### src/rtl/mem_arb_pkg.sv
// Shared encodings for the unified memory-bus arbiter: FSM states, requester
// owner IDs and default priority order.
package mem_arb_pkg;

    typedef enum logic [1:0] {
        IDLE = 2'd0,
        ADDR = 2'd1,
        WAIT = 2'd2,
        RESP = 2'd3
    } state_e;

    // Owner values double as bit positions in the one-hot grant vector.
    typedef enum logic [1:0] {
        OWN_IF = 2'd0,
        OWN_RD = 2'd1,
        OWN_WR = 2'd2
    } owner_e;

    localparam owner_e PRIO_HI  = OWN_WR;
    localparam owner_e PRIO_MID = OWN_RD;
    localparam owner_e PRIO_LO  = OWN_IF;

endpackage

### src/rtl/arb_prio.sv
// Combinational fixed-priority select (write > read > fetch) with a fetch
// starvation override; produces a one-hot grant indexed by owner_e.
module arb_prio
    import mem_arb_pkg::*;
(
    input  logic       if_req_i,
    input  logic       rd_req_i,
    input  logic       wr_req_i,
    input  logic       starve_hit_i,
    output logic [2:0] gnt_o
);

    logic [2:0] req;

    always_comb begin
        req         = '0;
        req[OWN_IF] = if_req_i;
        req[OWN_RD] = rd_req_i;
        req[OWN_WR] = wr_req_i;
    end

    always_comb begin
        gnt_o = '0;
        if (starve_hit_i && req[OWN_IF]) begin
            gnt_o[OWN_IF] = 1'b1;
        end else if (req[PRIO_HI]) begin
            gnt_o[PRIO_HI] = 1'b1;
        end else if (req[PRIO_MID]) begin
            gnt_o[PRIO_MID] = 1'b1;
        end else if (req[PRIO_LO]) begin
            gnt_o[PRIO_LO] = 1'b1;
        end
    end

endmodule

### src/rtl/mem_arbiter.sv
// Serialises fetch, load and store requests onto one handshaked memory bus,
// returning data with a one-cycle ack and stalling the pipeline meanwhile.
module mem_arbiter
    import mem_arb_pkg::*;
#(
    parameter int unsigned ADDR_W     = 32,
    parameter int unsigned DATA_W     = 32,
    parameter int unsigned STARVE_MAX = 4,
    parameter int unsigned TIMEOUT    = 255
)(
    input  logic              clk,
    input  logic              rst,
    input  logic              if_req_i,
    input  logic [ADDR_W-1:0] if_addr_i,
    output logic [DATA_W-1:0] if_data_o,
    output logic              if_ack_o,
    input  logic              dm_rd_req_i,
    input  logic [ADDR_W-1:0] dm_rd_addr_i,
    output logic [DATA_W-1:0] dm_rd_data_o,
    output logic              dm_rd_ack_o,
    input  logic              dm_wr_req_i,
    input  logic [ADDR_W-1:0] dm_wr_addr_i,
    input  logic [DATA_W-1:0] dm_wr_data_i,
    output logic              dm_wr_ack_o,
    output logic              bus_req_o,
    output logic              bus_we_o,
    output logic [ADDR_W-1:0] bus_addr_o,
    output logic [DATA_W-1:0] bus_wdata_o,
    input  logic              bus_gnt_i,
    input  logic              bus_rvalid_i,
    input  logic [DATA_W-1:0] bus_rdata_i,
    output logic              hold_flag_o,
    output logic              err_o
);

    localparam int unsigned SV_W = $clog2(STARVE_MAX + 1);
    localparam int unsigned TO_W = $clog2(TIMEOUT + 1);

    state_e            state_q;
    owner_e            owner_q;
    logic [ADDR_W-1:0] addr_q;
    logic [DATA_W-1:0] wdata_q;
    logic              we_q;
    logic [SV_W-1:0]   starve_q, starve_d;
    logic [TO_W-1:0]   to_q;
    logic [DATA_W-1:0] if_data_q, rd_data_q;
    logic              if_ack_q, rd_ack_q, wr_ack_q, err_q;
    logic [2:0]        gnt;
    logic              starve_hit;
    logic              resp_now;

    assign starve_hit = if_req_i && (starve_q == SV_W'(STARVE_MAX));

    arb_prio u_arb_prio (
        .if_req_i     (if_req_i),
        .rd_req_i     (dm_rd_req_i),
        .wr_req_i     (dm_wr_req_i),
        .starve_hit_i (starve_hit),
        .gnt_o        (gnt)
    );

    // Starvation tracks only fetch losses at arbitration; a dropped fetch resets it.
    always_comb begin
        starve_d = starve_q;
        if (!if_req_i) begin
            starve_d = '0;
        end else if (state_q == IDLE && (|gnt)) begin
            if (gnt[OWN_IF]) begin
                starve_d = '0;
            end else if (starve_q != SV_W'(STARVE_MAX)) begin
                starve_d = starve_q + 1'b1;
            end
        end
    end

    assign resp_now = bus_rvalid_i || (to_q == TO_W'(TIMEOUT - 1));

    always_ff @(posedge clk or posedge rst) begin
        if (rst) begin
            state_q   <= IDLE;
            owner_q   <= OWN_IF;
            addr_q    <= '0;
            wdata_q   <= '0;
            we_q      <= 1'b0;
            starve_q  <= '0;
            to_q      <= '0;
            if_data_q <= '0;
            rd_data_q <= '0;
            if_ack_q  <= 1'b0;
            rd_ack_q  <= 1'b0;
            wr_ack_q  <= 1'b0;
            err_q     <= 1'b0;
        end else begin
            if_ack_q <= 1'b0;
            rd_ack_q <= 1'b0;
            wr_ack_q <= 1'b0;
            err_q    <= 1'b0;
            starve_q <= starve_d;
            case (state_q)
                IDLE: begin
                    if (|gnt) begin
                        state_q <= ADDR;
                        if (gnt[OWN_WR]) begin
                            owner_q <= OWN_WR;
                            addr_q  <= dm_wr_addr_i;
                            wdata_q <= dm_wr_data_i;
                            we_q    <= 1'b1;
                        end else if (gnt[OWN_RD]) begin
                            owner_q <= OWN_RD;
                            addr_q  <= dm_rd_addr_i;
                            wdata_q <= '0;
                            we_q    <= 1'b0;
                        end else begin
                            owner_q <= OWN_IF;
                            addr_q  <= if_addr_i;
                            wdata_q <= '0;
                            we_q    <= 1'b0;
                        end
                    end
                end
                ADDR: begin
                    if (bus_gnt_i) begin
                        to_q <= '0;
                        if (we_q) begin
                            state_q  <= RESP;
                            wr_ack_q <= 1'b1;
                        end else begin
                            state_q <= WAIT;
                        end
                    end
                end
                WAIT: begin
                    if (resp_now) begin
                        state_q <= RESP;
                        err_q   <= !bus_rvalid_i;
                        if (owner_q == OWN_IF) begin
                            if_ack_q  <= 1'b1;
                            if_data_q <= bus_rvalid_i ? bus_rdata_i : '0;
                        end else begin
                            rd_ack_q  <= 1'b1;
                            rd_data_q <= bus_rvalid_i ? bus_rdata_i : '0;
                        end
                    end else begin
                        to_q <= to_q + 1'b1;
                    end
                end
                RESP:    state_q <= IDLE;
                default: state_q <= IDLE;
            endcase
        end
    end

    assign bus_req_o    = (state_q == ADDR);
    assign bus_we_o     = bus_req_o && we_q;
    assign bus_addr_o   = addr_q;
    assign bus_wdata_o  = wdata_q;
    assign if_data_o    = if_data_q;
    assign if_ack_o     = if_ack_q;
    assign dm_rd_data_o = rd_data_q;
    assign dm_rd_ack_o  = rd_ack_q;
    assign dm_wr_ack_o  = wr_ack_q;
    assign err_o        = err_q;

    assign hold_flag_o = !rst && ((if_req_i && !if_ack_o) ||
                                  (dm_rd_req_i && !dm_rd_ack_o) ||
                                  (dm_wr_req_i && !dm_wr_ack_o));

endmodule

### config.mk
export PLATFORM = sky130hd
export DESIGN_NAME = mem_arbiter
export DESIGN_NICKNAME = d
export VERILOG_FILES = /design/src/rtl/mem_arb_pkg.sv /design/src/rtl/arb_prio.sv /design/src/rtl/mem_arbiter.sv
export SDC_FILE = /design/constraint.sdc
export NUM_CORES = 1
export LEC_CHECK = 0
export CELL_PAD_IN_SITES_DETAIL_PLACEMENT = 0
export CELL_PAD_IN_SITES_GLOBAL_PLACEMENT = 2
export CORE_MARGIN = 2
export CORE_UTILIZATION = 27
export CTS_BUF_LIST = sky130_fd_sc_hd__clkbuf_2 sky130_fd_sc_hd__clkbuf_4 sky130_fd_sc_hd__clkbuf_8
export DETAILED_ROUTE_END_ITERATION = 8
export HOLD_SLACK_MARGIN = 0.12
export PLACE_DENSITY = 0.95
export SETUP_SLACK_MARGIN = 0.4
export SYNTH_ARGS = -nofsm -noshare
export SYNTH_HDL_FRONTEND = slang
export SYNTH_HIERARCHICAL = 1
export SYNTH_SLANG_ARGS = --single-unit
export TNS_END_PERCENT = 50
### constraint.sdc
create_clock -name clk -period 9.9 [get_ports clk]
set_clock_uncertainty 0.05 [all_clocks]
set_input_delay 0.99 -clock clk [delete_from_list [all_inputs] [get_ports clk]]
set_output_delay 0.99 -clock clk [all_outputs]
set_load 0.03 [all_outputs]
-- Word-level counts from Yosys, hierarchy flattened
Cells that the tools add are included.
- register bits after elaboration: 148
- output and inout bits: 135
- add/sub/neg operators: 2
- eq/ne operators: 12
- multiplexer cells: 37
- bitwise operators: 1
- reductions and logical operators: 26
- operators with widths (cell ; count):
    32-bit two-way mux ; 4
    1-bit two-way mux ; 19
    8-bit two-way mux ; 2
    8-bit one-hot mux with 2 select lines ; 1
    2-bit two-way mux ; 6
    3-bit two-way mux ; 4
    3-bit AND reduction ; 4
    8-bit by 1-bit adder with 8-bit output (second input constant) ; 1
    8-bit == test (second input constant) ; 1
    1-bit logical AND ; 8
    2-bit one-hot mux with 4 select lines ; 1
    2-bit by 1-bit != test with 1-bit output (second input constant) ; 3
    1-bit logical NOT ; 5
    2-bit == test (second input constant) ; 2
    2-bit logical NOT ; 2
    2-bit != test (second input constant) ; 2
    2-bit AND reduction ; 2
    3-bit by 1-bit adder with 3-bit output (second input constant) ; 1
    3-bit == test (second input constant) ; 1
    1-bit logical OR ; 3
    3-bit by 1-bit != test with 1-bit output (second input constant) ; 1
    3-bit != test (second input constant) ; 1
    3-bit OR reduction ; 1
    2-bit by 1-bit == test with 1-bit output (second input constant) ; 1
    2 further kinds ; 2

-- Logic depth before layout (Yosys ltp)
Gate-level depths: netlist of run 1.
- depth after elaboration: 8
- gate-level depth with buffers: 12

-- Cells and area by module
The synthesis of run 1 kept the hierarchy.
- modules (own cells, without submodules) (module ; times used ; cells each ; area each (sq um) ; sequential area each (sq um)):
    mem_arbiter ; 1 ; 622 ; 6478.7 ; 3678.5
    arb_prio ; 1 ; 5 ; 38.8 ; 0.0

-- Worst setup path after synthesis of run 1
No wires, ideal clock.
- path kind: input port to output port
- from: input port if_req_i
- to: output port hold_flag_o
- arrival: 1.474 ns
- required time: 8.860 ns
- slack: 7.386 ns
- stages: 2
- path buffers: 0
- cell sequence: a222oi_1 -> nor2_1
- cells in the longest elaborated chain, start to end: 4
- RTL lines (item ; line ; source):
    from (decl) ; mem_arbiter.sv:13 ; input logic if_req_i,
    1-bit logical AND ; mem_arbiter.sv:164 ; assign hold_flag_o = !rst && ((if_req_i && !if_ack_o) ||
    1-bit logical OR ; mem_arbiter.sv:164 ;
    1-bit logical OR ; mem_arbiter.sv:165 ; (dm_rd_req_i && !dm_rd_ack_o) ||
    1-bit logical AND ; mem_arbiter.sv:164 ;
    to (decl) ; mem_arbiter.sv:32 ; output logic hold_flag_o,
No other way between the ends.

-- Worst setup path after layout of run 1
Same ends and word-level chain as after synthesis.

==> results.md, run 1 <==
- Run status: completed
- Row cnt: 56
- Die height: 159.4 µm
- Clock latency on the worst-skew pair: 0.43 ns
- Critical path required time: 8.86 ns
- Reg2Reg Setup Slack: 7.01 ns
- Post-Syn Area: 6518 µm²
- Share of layout cells above drive strength 1: 0.05671
- Asr flop ratio synth: 1.000
- Final hold violation count: 0
- Postcts setup bufs: 0
- CP arrival: 2.72 ns
- Crit Path Max Fanout: 10
- Worst hold endpoint: bus_wdata_o[11]
- Tightest Hold Check Type: reg2reg
- Worst-path cell chain: clkdlybuf4s50_1 > a222oi_1 > nor2_1 > clkdlybuf4s50_1
- Library cells used by synthesis: 43
- Final setup viols: 0
- Antenna viol nets, final: 0
- Max Freq: 265.7 MHz
- DRT iter0 DRCs: 325
- Deepest clock path buffer count: 2
- CTS tree: done
- Max-slew headroom: 0.2865
- Capture point of the worst reg-to-reg path: starve_q[2]
- Final Util: 0.4320
- Synthesized Nets: 802
- Share of the synthesized area in the top cell type: 0.5644
- Mapped Cells: 627
- Largest net degree at the start of global routing: 104
- Flop and latch count out of synthesis: 147
- I/O Buffers: 301
- Crit-path max cell delay: 0.74 ns
- Clock tree root driver cell: clkbuf_8
- Vias: 5863
- First-pass GRT wire length: 32890 µm
- Fillers: 2331
- DIE WIDTH: 159.4 µm
- Synth top area cells: dfrtp_1 56%, a32o_1 9.8%, nand2_1 6.0%, mux2i_1 5.1%, nand3_1 3.2%
- Peak VDD IR: 0.1606 mV
- Total GRT Usage: 0.1605
- Inserted Clock Buffers: 17
- Cell taking the most area after synthesis: dfrtp_1
- Reg-to-Reg Start: starve_q[0]
- Hold depth: 2
- Dpl ws: 5.875 ns
- DIE AREA: 25400 µm²
- Post-synthesis sequential area ratio: 0.5644
- RSZ-0062 raised after global routing: no
- Max-slew violations: 0
- Core area: 23610 µm²
- CP Capture Type: primary output
- Post-CTS sizing: 0
- 1st-pass router iterations: 5
- Nets: 1080
- Tightest Pin Transition: 1.070 ns
- Fin crit period: 3.764 ns
- Most used DFF post-synth: dfrtp_1
- Syn_area_per_cell: 10.39 µm²
- # hold bufs at CTS: 0
- Vias/cell: 4.744
- Crit Path Category: in2out
- Flip-flop and latch area: 3679 µm²
- Final wirelength: 20420 µm
- Worst path slowest cell: clkdlybuf4s50_1
- Worst Setup Start Kind: input pin
- YS warnings: 6
- Starting density of the core: 0.2760
- Top-Level Pins: 302
- Leak pwr: 0.004361 µW
- Most common cell on crit path: clkdlybuf4s50_1
- Most common cell in the netlist: dfrtp_1
- Gpl congestion: 0.7614
- Number of global-route vias before repair: 5942
- CTS Sinks: 147
- GRT overflow: 0
- R2R cell count: 9
- PwrDens: 297.6 nW/µm²
- Synth-to-layout area growth: 56.50%
- Post-synth top cells: 147 x dfrtp_1, 104 x nand2_1, 64 x a32o_1
- Hold Crit Start: bus_wdata_o[11]
- Final TNS setup: 0 ns
- Clock-pin slew on the worst setup and hold paths: 0.09 ns
- Number of synthesized flops with an enable pin: 0
- Initial antenna violation count: 0
- Worst hold slack: 0.4199 ns
- DRC errors left: 0
- HPWL after DPL: 13950 µm
- H-Tree Depth: 4
- Final period util: 0.3802
- Max_cap viols: 0
- Worst Slack Setup Final: 6.136 ns
- Area of the multi-input gates: 2590 µm²
- Total power draw: 3036 µW
- Drt wl/cell: 16.52 µm
- # diodes: 0
[layer usage]
metal	global-route usage	routed length, µm
met1	0.1996	8727
met2	0.2648	9839
met3	0.05418	1469
met4	0.04793	382
met5	0	0
[flip-flops by register name, indices dropped and copies added, names as in the netlist]
register      cells
starve_q          3
owner_q           2
if_ack_o          1
dm_rd_ack_o       1
to_q              8
dm_rd_data_o     32
state_q           2
if_data_o        32
dm_wr_ack_o       1
bus_wdata_o      32
bus_addr_o       32
err_o             1
[metrics by stage]
stage	instance area, µm²	instances
after floorplan	6518	627
after global placement	9801	1205
after global routing	10200	1236
final	10200	1236
after CTS	10200	1236
after detailed placement	9801	1205
[layout make-up]
class                      instances  area share
clock inverter                    13     0.01484
timing repair buffer             308      0.3000
clock buffer                      18     0.02429
sequential                       147      0.3606
inverter                          18    0.007115
multi-input combinational        413      0.2539
tap                              319     0.03913
[cell families (layout without fill, tap and decap cells)]
family,count (synthesis),after routing,share of synthesized area
AOI/OAI and AO/OA,161,161,0.1847
adders and majority gates,8,8,0.01536
buffers and inverters,67,357,0.04300
DFF,147,147,0.5644
muxes,35,35,0.05414
and+or+nand+nor,209,209,0.1384
[how the worst max path moves through the flow]
stage	startpoint	to	slack, ns
finish	if_req_i	hold_flag_o	6.14
global route	if_req_i	hold_flag_o	6.07
CTS	if_req_i	hold_flag_o	6.12
detailed placement	if_req_i	starve_q[2]	5.88
global placement	if_req_i	starve_q[2]	5.99
floorplan	rst	bus_addr_o[0]	4.91
[power breakdown]
group          switching (µW)  internal, µW  total (µW)
sequential                135           848         983
combinational             914           654        1570
clock                     249           234         483
[critical path, delay by kind of cell]
kind                   cells  cell delay (ns)
buffers and inverters      2             1.43
and+or+nand+nor            1             0.11
AOI/OAI and AO/OA          1             0.19
[cell usage in the layout, fill, tap and decap left out, types with 3 or more instances in the layout]
cell type        instances
clkdlybuf4s50_1        300
dfrtp_1                147
nand2_1                104
a32o_1                  64
nand3_1                 42
nor2_1                  39
a21oi_1                 38
o21ai_0                 37
mux2i_1                 33
clkbuf_8                18
inv_1                   16
ha_1                     8
buf_4                    7
nor3_1                   5
inv_6                    4
and3_1                   3
a21o_1                   3
or3_1                    3
clkinvlp_4               3
clkinv_4                 3
No activity file was read; power rests on OpenSTA's default activity.
==> run 2, diff against run 1 <==
--- a/config.mk
+++ b/config.mk
@@ -8,11 +8,11 @@
 export CELL_PAD_IN_SITES_DETAIL_PLACEMENT = 0
 export CELL_PAD_IN_SITES_GLOBAL_PLACEMENT = 2
 export CORE_MARGIN = 2
-export CORE_UTILIZATION = 27
+export CORE_UTILIZATION = 25
 export CTS_BUF_LIST = sky130_fd_sc_hd__clkbuf_2 sky130_fd_sc_hd__clkbuf_4 sky130_fd_sc_hd__clkbuf_8
 export DETAILED_ROUTE_END_ITERATION = 8
 export HOLD_SLACK_MARGIN = 0.12
-export PLACE_DENSITY = 0.95
+export PLACE_DENSITY = 0.9
 export SETUP_SLACK_MARGIN = 0.4
 export SYNTH_ARGS = -nofsm -noshare
 export SYNTH_HDL_FRONTEND = slang
==> constraint.sdc (replaced) <==
create_clock -name clk -period 3.65 [get_ports clk]
set_clock_uncertainty 0.05 [all_clocks]
set_input_delay 0.365 -clock clk [delete_from_list [all_inputs] [get_ports clk]]
set_output_delay 0.365 -clock clk [all_outputs]
set_load 0.03 [all_outputs]
==> results.md, run 2 (same netlist as run 1, synthesis figures left out) <==
- Run status: completed
- CTS Sinks: 147 (unchanged)
- Final TNS setup: 0 ns (unchanged)
- Worst Setup Start Kind: flip-flop
- Share of layout cells above drive strength 1: 0.06080 (+0.004097)
- First-pass GRT wire length: 31570 µm (-4.0%)
- DRT iter0 DRCs: 369 (+14%)
- Leak pwr: 0.004381 µW (+0.46%)
- Tightest Pin Transition: 0.9936 ns (-0.07666 ns)
- HPWL after DPL: 14030 µm (+0.56%)
- Final period util: 0.7279
- Inserted Clock Buffers: 17 (unchanged)
- Die height: 165.5 µm (+3.8%)
- Deepest clock path buffer count: 2 (unchanged)
- PwrDens: 800.4 nW/µm² (+170%)
- Commonest non-fill, non-tap cells in the layout: 300 x clkdlybuf4s50_1, 147 x dfrtp_1, 104 x nand2_1
- Post-CTS sizing: 0 (unchanged)
- 1st-pass router iterations: 4 (-1)
- Met2 usage: 0.2456 (-0.01925)
- Met3 GRT Util: 0.05470 (+0.0005145)
- Antenna viol nets, final: 0 (unchanged)
- DIE AREA: 27380 µm² (+7.8%)
- Final Util: 0.3975 (-0.03443)
- Crit path from: state_q[1]
- Busiest grt layer: met2
- Tightest Hold Check Type: in2async
- Clock latency on the worst-skew pair: 0.44 ns (about the same)
- Final wirelength: 20690 µm (+1.3%)
- Dpl ws: 0.7387 ns (-5.136 ns)
- Synth-to-layout area growth: 57.59%
- # hold bufs at CTS: 0 (unchanged)
- Top-Level Pins: 302 (unchanged)
- Reg2Reg Setup Slack: 1.00 ns (-6.01 ns)
- Critical path required time: 3.23 ns (-5.63 ns)
- Max_cap viols: 0 (unchanged)
- Vias/cell: 4.701 (-0.90%)
- Core area: 25840 µm² (+9.4%)
- Initial antenna violation count: 0 (unchanged)
- Worst path slowest cell: clkdlybuf4s50_1
- CP Capture Type: primary output
- Clock tree root driver cell: clkbuf_8
- Most common cell after layout, fill and taps aside: clkdlybuf4s50_1
- Number of global-route vias before repair: 5881 (-1.0%)
- Largest net degree at the start of global routing: 104 (unchanged)
- Nets: 1084 (+0.37%)
- Max Freq: 376.4 MHz
- DRC errors left: 0 (unchanged)
- Postcts setup bufs: 0 (unchanged)
- Starting density of the core: 0.2523 (-0.02377)
- Gpl congestion: 0.7530 (-1.1%)
- H-Tree Depth: 4 (unchanged)
- I/O Buffers: 301 (unchanged)
- GRT overflow: 0 (unchanged)
- Drt wl/cell: 16.47 µm (-0.28%)
- Vias: 5904 (+0.70%)
- Max-slew headroom: 0.3376 (+0.05111)
- Clock-pin slew on the worst setup and hold paths: 0.09 ns (about the same)
- Final setup viols: 0 (unchanged)
- Crit Path Category: reg2out
- Final hold violation count: 0 (unchanged)
- Peak VDD IR: 0.4392 mV (+170%)
- CTS tree: done
- Met1 usage: 0.1773 (-0.02237)
- Crit-path max cell delay: 0.72 ns (-0.02 ns)
- RSZ-0062 raised after global routing: no
- Crit Path Max Fanout: 7 (-3)
- # diodes: 0 (unchanged)
- Worst-path cell chain: inv_1 > ha_1 > and2_1 > clkdlybuf4s50_1
- CP arrival: 2.24 ns (-0.48 ns)
- Worst Slack Setup Final: 0.9930 ns (-5.143 ns)
- Reg-to-Reg Start: starve_q[0]
- Total GRT Usage: 0.1477 (-0.01285)
- DIE WIDTH: 165.5 µm (+3.8%)
- Row cnt: 59 (+5.4%)
- Max-slew violations: 0 (unchanged)
- Fin crit period: 2.657 ns
run 2: report_power, final:
part	total [µW]	switching, µW	internal [µW]	leakage (µW)
registers	2670	368	2300	0.00188
logic	4270	2480	1800	0.00232
clock network	1280	657	621	0.000185
total	8220	3500	4720	0.00438
run 2: area by class of cell:
type,instances,area (µm²)
Sequential cell,147,3679
Timing Repair Buffer,312,3128
Clock inverter,12,135.1
Tap cell,335,419.2
Multi-Input combinational cell,413,2590
Fill cell,2593,15570
Clock buffer,19,249.0
Inverter,18,71.32
run 2: stage by stage:
step	total power [µW]	area [µm²]	instances	hold slack [ns]
6_report	8221	10270	1256	0.1784
5_1_grt	8738	10270	1256	0.1785
4_1_cts	8356	10270	1256	0.1459
3_5_place_dp	7033	9887	1225	0.4043
3_3_place_gp	6982	9887	1225	0.3989
2_1_floorplan	5099	6521	627	0.4516
run 2: worst max-delay path: cells and delay by family (launching register included):
family,cells,cell delay (ns)
DFF,1,0.41
and+or+nand+nor,1,0.20
adders and majority gates,1,0.36
buffers and inverters,2,0.83
run 2: metal layers:
metal | share of wire | up-vias
li1 | - | 2832
met1 | 0.41 | 2820
met2 | 0.48 | 224
met3 | 0.095 | 28
met4 | 0.019 | 0
met5 | 0 | -
run 2: path summary, 6_finish.rpt:
kind / cells past startpoint / endpoint
max in group asynchronous: 3 / dm_rd_data_o[23]
hold reg to reg: 2 / bus_wdata_o[4]
hold / removal: 2 / bus_wdata_o[31]
setup / recovery: 4 / bus_we_o
min in group clk: 4 / to_q[5]
setup reg to reg: 9 / bus_addr_o[5]
